[src/rtl/parking_gate_detector_if.sv]
// Sensor-side bundle for the parking gate front end: raw beam inputs in,
// cleaned levels and passage pulses out.
interface parking_gate_detector_if;
  logic outer;
  logic inner;
  logic outer_clean;
  logic inner_clean;
  logic enter;
  logic exit;
  logic busy;

  modport master (
    output outer, inner,
    input  outer_clean, inner_clean, enter, exit, busy
  );

  modport slave (
    input  outer, inner,
    output outer_clean, inner_clean, enter, exit, busy
  );
endinterface

[src/rtl/parking_gate_detector.sv]
// Synchronises and debounces the outer/inner photo-sensor lines, then decodes
// full car passages into one-cycle enter/exit pulses for the occupancy counter.
module parking_gate_detector #(
  parameter int SYNC_STAGES     = 2,
  parameter int DEBOUNCE_CYCLES = 4
) (
  input logic                    clk,
  input logic                    reset,
  parking_gate_detector_if.slave gate
);

  localparam int CW = $clog2(DEBOUNCE_CYCLES) + 1;

  typedef enum logic [2:0] {
    S_IDLE,
    S_E1,
    S_E2,
    S_E3,
    S_X1,
    S_X2,
    S_X3,
    S_WAIT_CLEAR
  } state_t;

  // Channel 1 is outer, channel 0 is inner, so r_clean reads directly as P.
  logic [1:0]             w_raw;
  logic [SYNC_STAGES-1:0] r_sync [2];
  logic [CW-1:0]          r_cnt  [2];
  logic [1:0]             r_clean;

  state_t r_state;
  state_t w_next_state;
  logic   w_enter_next;
  logic   w_exit_next;
  logic   r_enter;
  logic   r_exit;

  assign w_raw = {gate.outer, gate.inner};

  // NOTE: sequential state uses non-blocking assignments so every flop samples
  // pre-edge values; blocking here would collapse the synchroniser chain.
  always_ff @(posedge clk or posedge reset) begin
    if (reset) begin
      for (int c = 0; c < 2; c++) begin
        r_sync[c] <= '0;
        r_cnt[c]  <= '0;
      end
      r_clean <= '0;
    end else begin
      for (int c = 0; c < 2; c++) begin
        r_sync[c] <= {r_sync[c][SYNC_STAGES-2:0], w_raw[c]};
        if (r_sync[c][SYNC_STAGES-1] == r_clean[c]) begin
          r_cnt[c] <= '0;
        end else if (r_cnt[c] == CW'(DEBOUNCE_CYCLES - 1)) begin
          r_clean[c] <= r_sync[c][SYNC_STAGES-1];
          r_cnt[c]   <= '0;
        end else begin
          r_cnt[c] <= r_cnt[c] + CW'(1);
        end
      end
    end
  end

  // Any two-bit jump of P is treated as an illegal passage and parked in
  // WAIT_CLEAR until both beams are clear again.
  // NOTE: every always_comb output gets a default first so no latch is inferred.
  always_comb begin
    w_next_state = r_state;
    w_enter_next = 1'b0;
    w_exit_next  = 1'b0;
    unique case (r_state)
      S_IDLE: case (r_clean)
        2'b10:   w_next_state = S_E1;
        2'b01:   w_next_state = S_X1;
        2'b11:   w_next_state = S_WAIT_CLEAR;
        default: ;
      endcase
      S_E1: case (r_clean)
        2'b11:   w_next_state = S_E2;
        2'b00:   w_next_state = S_IDLE;
        2'b01:   w_next_state = S_WAIT_CLEAR;
        default: ;
      endcase
      S_E2: case (r_clean)
        2'b01:   w_next_state = S_E3;
        2'b10:   w_next_state = S_E1;
        2'b00:   w_next_state = S_WAIT_CLEAR;
        default: ;
      endcase
      S_E3: case (r_clean)
        2'b00: begin
          w_next_state = S_IDLE;
          w_enter_next = 1'b1;
        end
        2'b11:   w_next_state = S_E2;
        2'b10:   w_next_state = S_WAIT_CLEAR;
        default: ;
      endcase
      S_X1: case (r_clean)
        2'b11:   w_next_state = S_X2;
        2'b00:   w_next_state = S_IDLE;
        2'b10:   w_next_state = S_WAIT_CLEAR;
        default: ;
      endcase
      S_X2: case (r_clean)
        2'b10:   w_next_state = S_X3;
        2'b01:   w_next_state = S_X1;
        2'b00:   w_next_state = S_WAIT_CLEAR;
        default: ;
      endcase
      S_X3: case (r_clean)
        2'b00: begin
          w_next_state = S_IDLE;
          w_exit_next  = 1'b1;
        end
        2'b11:   w_next_state = S_X2;
        2'b01:   w_next_state = S_WAIT_CLEAR;
        default: ;
      endcase
      S_WAIT_CLEAR: if (r_clean == 2'b00) w_next_state = S_IDLE;
      default: w_next_state = S_IDLE;
    endcase
  end

  always_ff @(posedge clk or posedge reset) begin
    if (reset) begin
      r_state <= S_IDLE;
      r_enter <= 1'b0;
      r_exit  <= 1'b0;
    end else begin
      r_state <= w_next_state;
      r_enter <= w_enter_next;
      r_exit  <= w_exit_next;
    end
  end

  assign gate.outer_clean = r_clean[1];
  assign gate.inner_clean = r_clean[0];
  assign gate.enter       = r_enter;
  assign gate.exit        = r_exit;
  assign gate.busy        = (r_state != S_IDLE);

endmodule

[src/flat_wrapper.sv]
// flat-port wrapper written by rule: the top's interface ports become plain ports
module parking_gate_detector_flat 
#(
  parameter int SYNC_STAGES     = 2,
  parameter int DEBOUNCE_CYCLES = 4
)
  (clk, reset, gate_outer, gate_inner, gate_outer_clean, gate_inner_clean, gate_enter, gate_exit, gate_busy);
  parking_gate_detector_if gate_i ();
  input logic clk;
  input logic reset;
  input wire logic [$bits(gate_i.outer)-1:0] gate_outer;
  input wire logic [$bits(gate_i.inner)-1:0] gate_inner;
  output wire logic [$bits(gate_i.outer_clean)-1:0] gate_outer_clean;
  output wire logic [$bits(gate_i.inner_clean)-1:0] gate_inner_clean;
  output wire logic [$bits(gate_i.enter)-1:0] gate_enter;
  output wire logic [$bits(gate_i.exit)-1:0] gate_exit;
  output wire logic [$bits(gate_i.busy)-1:0] gate_busy;
  assign gate_i.outer = gate_outer;
  assign gate_i.inner = gate_inner;
  assign gate_outer_clean = gate_i.outer_clean;
  assign gate_inner_clean = gate_i.inner_clean;
  assign gate_enter = gate_i.enter;
  assign gate_exit = gate_i.exit;
  assign gate_busy = gate_i.busy;
  parking_gate_detector #(.SYNC_STAGES(SYNC_STAGES), .DEBOUNCE_CYCLES(DEBOUNCE_CYCLES)) u_core (.clk(clk), .reset(reset), .gate(gate_i));
endmodule
[config.mk]
export PLATFORM = sky130hd
export DESIGN_NAME = parking_gate_detector_flat
export DESIGN_NICKNAME = d
export VERILOG_FILES = /design/src/rtl/parking_gate_detector_if.sv /design/src/rtl/parking_gate_detector.sv /design/src/flat_wrapper.sv
export SDC_FILE = /design/constraint.sdc
export NUM_CORES = 1
export LEC_CHECK = 0
export BUFFER_PORTS_ARGS = -buffer_cell sky130_fd_sc_hd__buf_2
export CAP_MARGIN = 5
export CORE_MARGIN = 10
export CORE_UTILIZATION = 29
export CTS_CLUSTER_SIZE = 14
export DETAILED_ROUTE_END_ITERATION = 8
export PLACE_DENSITY_LB_ADDON = 0.15
export REMOVE_ABC_BUFFERS = 1
export SETUP_SLACK_MARGIN = 0.15
export SLEW_MARGIN = 10
export SYNTH_ARGS = -nofsm -noshare
export SYNTH_HDL_FRONTEND = slang
export SYNTH_SLANG_ARGS = --single-unit
[constraint.sdc]
create_clock -name clk -period 3.3 [get_ports clk]
set_input_delay 0.66 -clock clk [delete_from_list [all_inputs] [get_ports clk]]
set_output_delay 0.66 -clock clk [all_outputs]
set_load 0.1 [all_outputs]
### After elaboration in Yosys (flattened, before gate mapping)

Index checks and enable logic that the tools add are counted.

* register bits: 17
* word-level logic and storage cells: 57
* bits of input ports: 4

* mux-type cells: 16
* equal/unequal tests: 22
* bitwise operators: 2
* $add $sub $neg: 2
* reduce and logical (&&, ||, !) cells: 6

Operator list (count)
* one-hot mux 3 bit (3 select lines): 7
* inequality test 4 x 1 -> 1 bit (second input constant): 6
* one-hot mux 3 bit (8 select lines): 1
* two-way mux 3 bit: 5
* == test 3 x 2 -> 1 bit (second input constant): 4
* == test 3 bit (second input constant): 4
* AND reduction 8 bit: 1
* adder 3 x 1 -> 3 bit (second input constant): 2
* == test 2 bit (second input constant): 2
* inequality test 4 x 3 -> 1 bit (second input constant): 1
* AND reduction 2 bit: 2
* == test 3 x 1 -> 1 bit (second input constant): 1
* logical NOT 3 bit: 1
* two-way mux 1 bit: 3
* nonzero test 3 bit: 1
* == test 1 bit: 2
* == test 2 x 1 -> 1 bit (second input constant): 1
* logical NOT 2 bit: 1
* inequality test 2 x 1 -> 1 bit (second input constant): 1
* NOT 1 bit: 2

### Depth between registers and ports, before layout

Gate-level depths: netlist (run 1).

* depth in word-level cells: 3
* gate-level depth with buffers: 7
* mapped depth without buffers: 7

### Least setup slack after synthesis (run 1)

Ideal clock, no wire load.

* path type: flip-flop to flip-flop
* start point: register u_core.r_clean[0]
* end point: register u_core.r_state[2]
* cell stages (with the launch flop): 7
* required time: 3.175 ns
* path slack: 0.373 ns
* setup time: 0.125 ns
* data arrival time: 2.802 ns
* cell sequence: dfrtp_1 inv_1 ha_1 or3b_1 a2111oi_2 nor4_4 mux2_4

* word-level cells in the longest chain between the ends: 3
* elaborated cells on any way between the ends: 20

Ends and longest elaborated chain
* start, declared: RTL line parking_gate_detector.sv:29 `logic [1:0] r_clean;`
* start signal, assigned by index: RTL line parking_gate_detector.sv:55 `r_clean[c] <= r_sync[c][SYNC_STAGES-1];`
* == test 2 x 1 -> 1 bit, or another cell as far along
* one-hot mux 3 bit (3 select lines), or another cell as far along: RTL line parking_gate_detector.sv:111 `S_X3: case (r_clean)`
* one-hot mux 3 bit (8 select lines) or AND reduction 8 bit (tied branches)
* end signal, assigned: RTL line parking_gate_detector.sv:131 `r_state <= w_next_state;`
* end, declared: RTL line parking_gate_detector.sv:31 `state_t r_state;`

Parallel ways exist; a longest one is shown, timed or not. The select of a mux whose other input is x is not followed.
A chain may end at the register's enable or synchronous reset.

### Worst setup path in the final report (run 1)

Ends and elaborated chain as after synthesis.

==> results.tsv, run 1 <==
metric	value	unit
status	finished, final reports clean	
final.period_utilization	71.19	%
post_cts_buffers	0	
synthAdderAreaFrac	12.39	%
root_buffer	clkbuf_4	
rsz0062_at_grt	no	
ys.flop_type	dfrtp_1	
layout-drive-gt1-share	16.67	%
fin_tns_setup	0	ps
ys_warn_count	0	
clkSinkCount	17	
yosys.area_share.simple	19.70	%
path_clk_slew	100	ps
syn_area_per_cell	10.86	um^2
vias	700	
place_inst	144	
portBuffers	8	
tritoncts	yes	
r2r_slack	950	ps
min-delay-path-class	register to register	
routedWlPerCell	12.90	um
fillers	370	
finalSetupViolations	0	
fp.dieH	79.01	um
tightestPinTransition	634.3	ps
finalCriticalPeriod	2349	ps
first_iter_violations	42	
ys_types	35	
criticalPathCategory	register to register	
muxShareOfSynthArea	4.709	%
synth_top_area_cell	dfrtp_1	
post-route-util	33.37	%
synth_xor_area_share	2.602	%
gp_congestion	0.8284	
wl_met3	74	um
cts_max_path_buffers	2	
highest_layer	met3	
pin_count	9	
die_w	79.01	um
worst_skew_pair.late_latency	280	ps
drt-pass1-iter-count	4	
grt_pass1_vias	717	
drv_slew	0	
grt_max_degree	18	
nNetsFinal	117	
htreeDepth	1	
grtUsageTotal	6.511	%
drt-met1-wl	855	um
drc	0	
max_cap_viol_count	0	
antenna_found_initial	0	
diodes	0	
area_growth	11.15	%
synth_edf_count	0	
synth_cells	93	
path_max_fanout	7	
postCtsResizedCells	0	
dp_hpwl	1493	um
core	0.003363	mm^2
grt_pass1_wl	3394	um
initial_core_util	30.02	%
wl_met2	979	um
startpoint_type	register	
synth_area_leaders	dfrtp_1, ha_1, a2111oi_4	
postSynth.asyncResetShare	100.0	%
synth_top_area_share	42.13	%
ant_nets	0	
arrival	2530	ps
via_per_inst	4.730	
synth_compound_area_share	15.49	%
ys_ff_latch	17	
hold_violations	0	
max_freq	0.4257	GHz
cp.required	3480	ps
die_area	0.006242	mm^2
yosys-top-cells-count	dfrtp_1, ha_1, inv_1, nor2_1	
cts_buffers	3	
stdcell_count	148	
max_slew_margin	57.66	%
synth_top_family_by_area	simple AND/OR/NAND/NOR gates	
grt_overflow	0	
synth_most_common_cell	dfrtp_1	
netlist_area	0.001010	mm^2
end_kind	register	
ctsHoldBuffers	0	
routed_wl	1909	um
rows	21	
synth-seq-area-share	42.13	%
skew	6.417	ps
worst paths after layout:
check,start,end,cells past startpoint
min reg2reg,u_core.r_sync[2],u_core.r_sync[3],0
max in group asynchronous,reset,u_core.r_sync[2],2
min in group asynchronous,reset,u_core.r_cnt[1],2
max,u_core.r_clean[0],u_core.r_state[2],6
max reg2reg,u_core.r_clean[0],u_core.r_state[2],6
min,u_core.r_sync[2],u_core.r_sync[3],0
metal layers:
layer	global-route usage [%]	up-vias
met5	0	-
met4	0	0
met3	2.703	0
met2	11.26	9
met1	7.808	345
li1	-	346
final cells by class:
class	instances	area [um^2]	share of cell area (%)
multi-input cells	68	554.3	49.39
flip-flops and latches	17	425.4	37.90
well taps	46	57.56	5.128
repair buffers	8	40.04	3.567
clock buffers	4	26.28	2.341
inverters	5	18.77	1.672
logic make-up (layout without fill, tap and decap cells):
group,after synthesis,after routing
and+or+nand+nor,31,31
DFF,17,17
xor gates and xnor gates,3,3
AOI/OAI and AO/OA,20,20
muxes,4,4
buffers and inverters,8,17
adders and majority gates,10,10
critical path, cell delays in order, from the launching register on:
cell       delay (ps)
dfrtp_1           490
inv_1             160
ha_1              310
or3b_1            390
a2111oi_2         480
nor4_4            120
mux2_4            310
per-stage QoR:
step | cell area, um^2 | worst slack (ps) | hold WS [ps]
2_1_floorplan | 998.5 | 372.9 | 331.2
3_3_place_gp | 1096 | 1056 | 333.8
3_5_place_dp | 1096 | 966.5 | 341.3
4_1_cts | 1122 | 953.6 | 364.2
5_1_grt | 1122 | 821.7 | 370.9
6_report | 1122 | 950.9 | 358.8
flip-flops by register name, summed over array words and instances, names as in the netlist:
| signal | cells |
|---|---|
| u_core.gate.exit | 1 |
| u_core.r_clean | 2 |
| u_core.r_state | 3 |
| u_core.r_sync | 4 |
| u_core.gate.enter | 1 |
| u_core.r_cnt | 6 |
placed cells by master (no fill, tap or decap), types with 3 or more instances in the layout:
cell type / count
nand2_1: 4
buf_2: 8
o21ai_0: 4
nor2_1: 5
nor3_1: 3
nor2b_1: 4
inv_1: 5
dfrtp_1: 17
nor3b_1: 3
ha_1: 10
a21oi_1: 4
xnor2_1: 3
clkbuf_4: 3
Power of run 1 is left out: the tool's default activity adds up to more than one toggle a clock period on the data nets, which glitch-free logic cannot reach.
==> inputs of run 2 (changes only) <==
==> constraint.sdc (replaced) <==
create_clock -name clk -period 2.29 [get_ports clk]
set_input_delay 0.458 -clock clk [delete_from_list [all_inputs] [get_ports clk]]
set_output_delay 0.458 -clock clk [all_outputs]
set_load 0.1 [all_outputs]
==> results.tsv, run 2 (synthesized netlist as in run 1, its figures left out) <==
metric	value	unit	change
final_common_cell	dfrtp_1		unchanged
cpMaxStageDelayCell	dfrtp_1		unchanged
multi_input_area	569.3	um^2	was 554.3 um^2
finalSetupViolations	0		unchanged
cp_top_family	simple AND/OR/NAND/NOR gates		unchanged
rsz0062_at_grt	yes		was no
regArea	427.9	um^2	was 425.4 um^2
mostFrequentLayoutCells	dfrtp_1, ha_1, buf_4, buf_2		was dfrtp_1, ha_1, buf_2, inv_1, nor2_1
max_cap_viol_count	0		unchanged
nNetsFinal	125		was 117
vias	732		was 700
skew	1.900	ps	was 6.417 ps
drc	0		unchanged
reg2reg_depth	6		unchanged
cp.required	2480	ps	was 3480 ps
rows	21		unchanged
end_kind	register		unchanged
grt_overflow	0		unchanged
final.period_utilization	90.72	%	was 71.19%
tightestPinTransition	677.9	ps	was 634.3 ps
grt_pass1_wl	3367	um	was 3394 um
max_freq	0.4814	GHz	was 0.4257 GHz
layout-drive-gt1-share	26.36	%	was 16.67%
criticalPathCategory	register to register		unchanged
dp_hpwl	1513	um	was 1493 um
critPathBufInv	1		unchanged
via_per_inst	4.692		was 4.730
routedWlPerCell	12.95	um	was 12.90 um
path_clk_slew	100	ps	about the same
htreeDepth	1		unchanged
diodes	0		unchanged
path_max_fanout	5		was 7
pin_count	9		unchanged
grtUsageTotal	6.698	%	was 6.511%
r2r_slack	210	ps	was 950 ps
fin_tns_setup	0	ps	unchanged
initial_core_util	30.02	%	unchanged
reg2reg_from	u_core.r_clean[1]		was u_core.r_clean[0]
gp_congestion	0.8461		was 0.8284
critPathLaunch	u_core.r_clean[1]		was u_core.r_clean[0]
tritoncts	yes		unchanged
place_inst	151		was 144
grt_pass1_vias	723		was 717
max_stage_delay	440	ps	was 490 ps
clkSinkCount	17		unchanged
stdcell_count	156		was 148
finalInstanceArea	0.001206	mm^2	was 0.001122 mm^2
fillers	364		was 370
root_buffer	clkbuf_4		unchanged
routed_wl	2020	um	was 1909 um
min-delay-path-class	input pin to asynchronous set/reset pin		was register to register
cp_num_cells	6		unchanged
cts_buffers	3		unchanged
die_area	0.006242	mm^2	unchanged
drt-pass1-iter-count	4		unchanged
die_w	79.01	um	unchanged
startpoint_type	register		unchanged
cts_max_path_buffers	2		unchanged
ant_nets	0		unchanged
finalCriticalPeriod	2077	ps	was 2349 ps
worstSetupEndpoint	u_core.r_state[2]		unchanged
hold_violations	0		unchanged
top_regs	u_core.r_cnt x6, u_core.r_sync x4, u_core.r_state x3		unchanged
grt_max_degree	18		unchanged
place_area	0.001149	mm^2	was 0.001096 mm^2
worst_skew_pair.late_latency	290	ps	was 280 ps
largest_reg_flops	6		unchanged
r2r_end	u_core.r_state[2]		unchanged
arrival	2260	ps	was 2530 ps
max_slew_margin	54.76	%	was 57.66%
crit_chain	inv_1, ha_1, or3b_1, a2111oi_4, nor4_4, mux2_4		was inv_1, ha_1, or3b_1, a2111oi_2, nor4_4, mux2_4
area_growth	19.46	%	was 11.15%
antenna_found_initial	0		unchanged
first_iter_violations	55		was 42
fp.dieH	79.01	um	unchanged
portBuffers	8		unchanged
drv_slew	0		unchanged
core	0.003363	mm^2	unchanged
status	finished, final reports clean		unchanged
regMostFlops	u_core.r_cnt		unchanged
## run 2: changes by cell type in the layout (fill, tap and decap cells not counted), sizes merged
cell / before / now
clkbuf: 4 / 3
clkinvlp: 0 / 1
buf: 8 / 16
## run 2: worst reg2reg max path: stages, from the launching register on
cell,delay [ps]
dfrtp_1,440
inv_1,120
ha_1,200
or3b_1,400
a2111oi_4,410
nor4_4,100
mux2_4,300
## run 2: cell type report
type                            instances  area share [%]
Clock buffer                            3           1.867
Tap cell                               46           4.772
Multi-Input combinational cell         68           47.20
Sequential cell                        17           35.48
Clock inverter                          1          0.6224
Inverter                                5           1.556
Timing Repair Buffer                   16           8.506
## run 2: repair_timing
item / in CTS / in global routing
endpoints found under the setup margin: 2 / 4
hold buffers: 0 / 0
resized for setup: 2 / 3
setup buffers: 0 / 1
## run 2: worst min path at each step
stage	cells past startpoint	endpoint	slack (ps)	start
after CTS	1	u_core.r_sync[2]	240	gate_inner
after global placement	0	u_core.r_sync[1]	330	u_core.r_sync[0]
after global routing	1	u_core.r_sync[0]	230	gate_outer
final	2	u_core.r_cnt[2]	250	reset
after floorplan	0	u_core.r_sync[1]	330	u_core.r_sync[0]
after detailed placement	0	u_core.r_sync[3]	340	u_core.r_sync[2]
## run 2: stage by stage
step                hold slack [ps]  setup slack [ps]  utilization [%]
detailed placement            336.4             139.0            34.15
global placement              333.5             161.6            34.15
finish                        249.0             212.6            35.86
floorplan                     331.2            -637.1                -
global route                  234.6             139.8            35.86
CTS                           243.1             128.9            35.49
## run 2: per-layer routing
layer,vias up,wire length [um],GRT usage [%]
met5,-,0,0
met4,0,16,1.792
met3,6,80,3.041
met2,20,949,10.69
met1,341,973,7.945
li1,365,-,-
Power of run 2 is left out for the same reason.
==> inputs of run 3 (changes only) <==
==> constraint.sdc (replaced) <==
create_clock -name clk -period 2.29 [get_ports clk]
set_input_delay 0.1145 -clock clk [delete_from_list [all_inputs] [get_ports clk]]
set_output_delay 0.1145 -clock clk [all_outputs]
set_load 0.1 [all_outputs]
==> results.tsv, run 3 (synthesized netlist as in run 1, its figures left out) <==
metric	value	unit	change
layout-drive-gt1-share	26.09	%	was 26.36%
initial_core_util	30.02	%	unchanged
fp.dieH	79.01	um	unchanged
final_common_cell	dfrtp_1		unchanged
dp_hpwl	1513	um	unchanged
finalCriticalPeriod	2065	ps	was 2077 ps
root_buffer	clkbuf_4		unchanged
cp_top_family	simple AND/OR/NAND/NOR gates		unchanged
min-delay-path-class	register to register		was input pin to asynchronous set/reset pin
drt-pass1-iter-count	4		unchanged
ant_nets	0		unchanged
grt_overflow	0		unchanged
rsz0062_at_grt	no		was yes
stdcell_count	161		was 156
drv_slew	0		unchanged
critPathBufInv	1		unchanged
vias	732		unchanged
place_inst	151		unchanged
diodes	0		unchanged
die_area	0.006242	mm^2	unchanged
routed_wl	2021	um	was 2020 um
gp_congestion	0.8461		unchanged
max_slew_margin	54.74	%	was 54.76%
use_met3	3.153	%	was 3.041%
grt_max_degree	18		unchanged
rows	21		unchanged
via_per_inst	4.547		was 4.692
worst_skew_pair.late_latency	290	ps	about the same
portBuffers	8		unchanged
htreeDepth	1		unchanged
crit_chain	buf_4, ha_1, or3_4, a2111oi_4, nor4_4, mux2_4		was inv_1, ha_1, or3b_1, a2111oi_4, nor4_4, mux2_4
criticalPathCategory	register to register		unchanged
mostFrequentLayoutCells	dfrtp_1, buf_4, ha_1, buf_2		was dfrtp_1, ha_1, buf_4, buf_2
skew	1.264	ps	was 1.900 ps
die_w	79.01	um	unchanged
cpMaxStageDelayCell	dfrtp_1		unchanged
clkSinkCount	17		unchanged
pin_count	9		unchanged
antenna_found_initial	0		unchanged
arrival	2250	ps	was 2260 ps
grt_pass1_vias	738		was 723
drc	0		unchanged
max_cap_viol_count	0		unchanged
path_max_fanout	5		unchanged
fillers	361		was 364
cts_buffers	3		unchanged
end_kind	register		unchanged
largest_reg_flops	6		unchanged
hold_violations	0		unchanged
area_growth	23.92	%	was 19.46%
nNetsFinal	130		was 125
max_stage_delay	430	ps	was 440 ps
busiest_layer	met2		unchanged
regMostFlops	u_core.r_cnt		unchanged
status	finished, final reports clean		unchanged
cp.required	2480	ps	about the same
tritoncts	yes		unchanged
startpoint_type	register		unchanged
path_clk_slew	100	ps	about the same
final.period_utilization	90.16	%	was 90.72%
grtUsageTotal	6.813	%	was 6.698%
cts_max_path_buffers	2		unchanged
max_freq	0.4843	GHz	was 0.4814 GHz
routedWlPerCell	12.55	um	was 12.95 um
top_regs	u_core.r_cnt x6, u_core.r_sync x4, u_core.r_state x3		unchanged
grt_util_met2	11.09	%	was 10.69%
grt_pass1_wl	3415	um	was 3367 um
tightestPinTransition	678.1	ps	was 677.9 ps
core	0.003363	mm^2	unchanged
finalSetupViolations	0		unchanged
first_iter_violations	57		was 55
met1_usage	7.879	%	was 7.945%
-- run 3: changes by cell type in the layout (fill, tap and decap cells not counted), sizes merged --
cell,previous run,this run
buf,16,18
dlygate4sd3,0,3
-- run 3: final cells by class --
class | count | area (um^2) | share of cell area, %
flip-flops and latches | 17 | 425.4 | 34.00
repair buffers | 21 | 145.1 | 11.60
clock inverters | 1 | 7.507 | 0.6000
inverters | 5 | 18.77 | 1.500
multi-input cells | 68 | 574.3 | 45.90
well taps | 46 | 57.56 | 4.600
clock buffers | 3 | 22.52 | 1.800
-- run 3: metal layers --
metal / wire [um] / vias to the layer above
li1: - / 377
met1: 965 / 346
met2: 975 / 7
met3: 70 / 2
met4: 10 / 0
met5: 0 / -
-- run 3: timing repair --
action                                 4_1_cts  5_1_grt
pin swaps                                    0        1
hold buffers                                 3        0
setup endpoints to repair                    1        2
resized for setup                            1        2
endpoints found under the hold margin       19        0
setup buffers                                2        1
-- run 3: final timing paths --
path	depth (start not counted)	slack, ps	startpoint	end
min in group asynchronous	3	470	reset	u_core.r_cnt[0]
max in group asynchronous	3	1390	reset	u_core.r_clean[0]
hold / removal	0	360	u_core.r_sync[0]	u_core.r_sync[1]
hold reg to reg	0	360	u_core.r_sync[0]	u_core.r_sync[1]
setup / recovery	6	230	u_core.r_clean[0]	u_core.r_state[2]
setup reg to reg	6	230	u_core.r_clean[0]	u_core.r_state[2]
-- run 3: metrics by stage --
step / setup TNS [ps] / instance area (um^2) / util [%] / worst slack (ps) / hold WS, ps
2_1_floorplan: -1702 / 998.5 / - / -637.1 / 40.57
3_3_place_gp: 0 / 1149 / 34.15 / 161.6 / 224.5
3_5_place_dp: 0 / 1149 / 34.15 / 139.0 / 225.0
4_1_cts: 0 / 1236 / 36.76 / 187.0 / 369.7
5_1_grt: 0 / 1251 / 37.20 / 155.2 / 371.0
6_report: 0 / 1251 / 37.20 / 225.3 / 364.0
Power of run 3 is left out for the same reason.
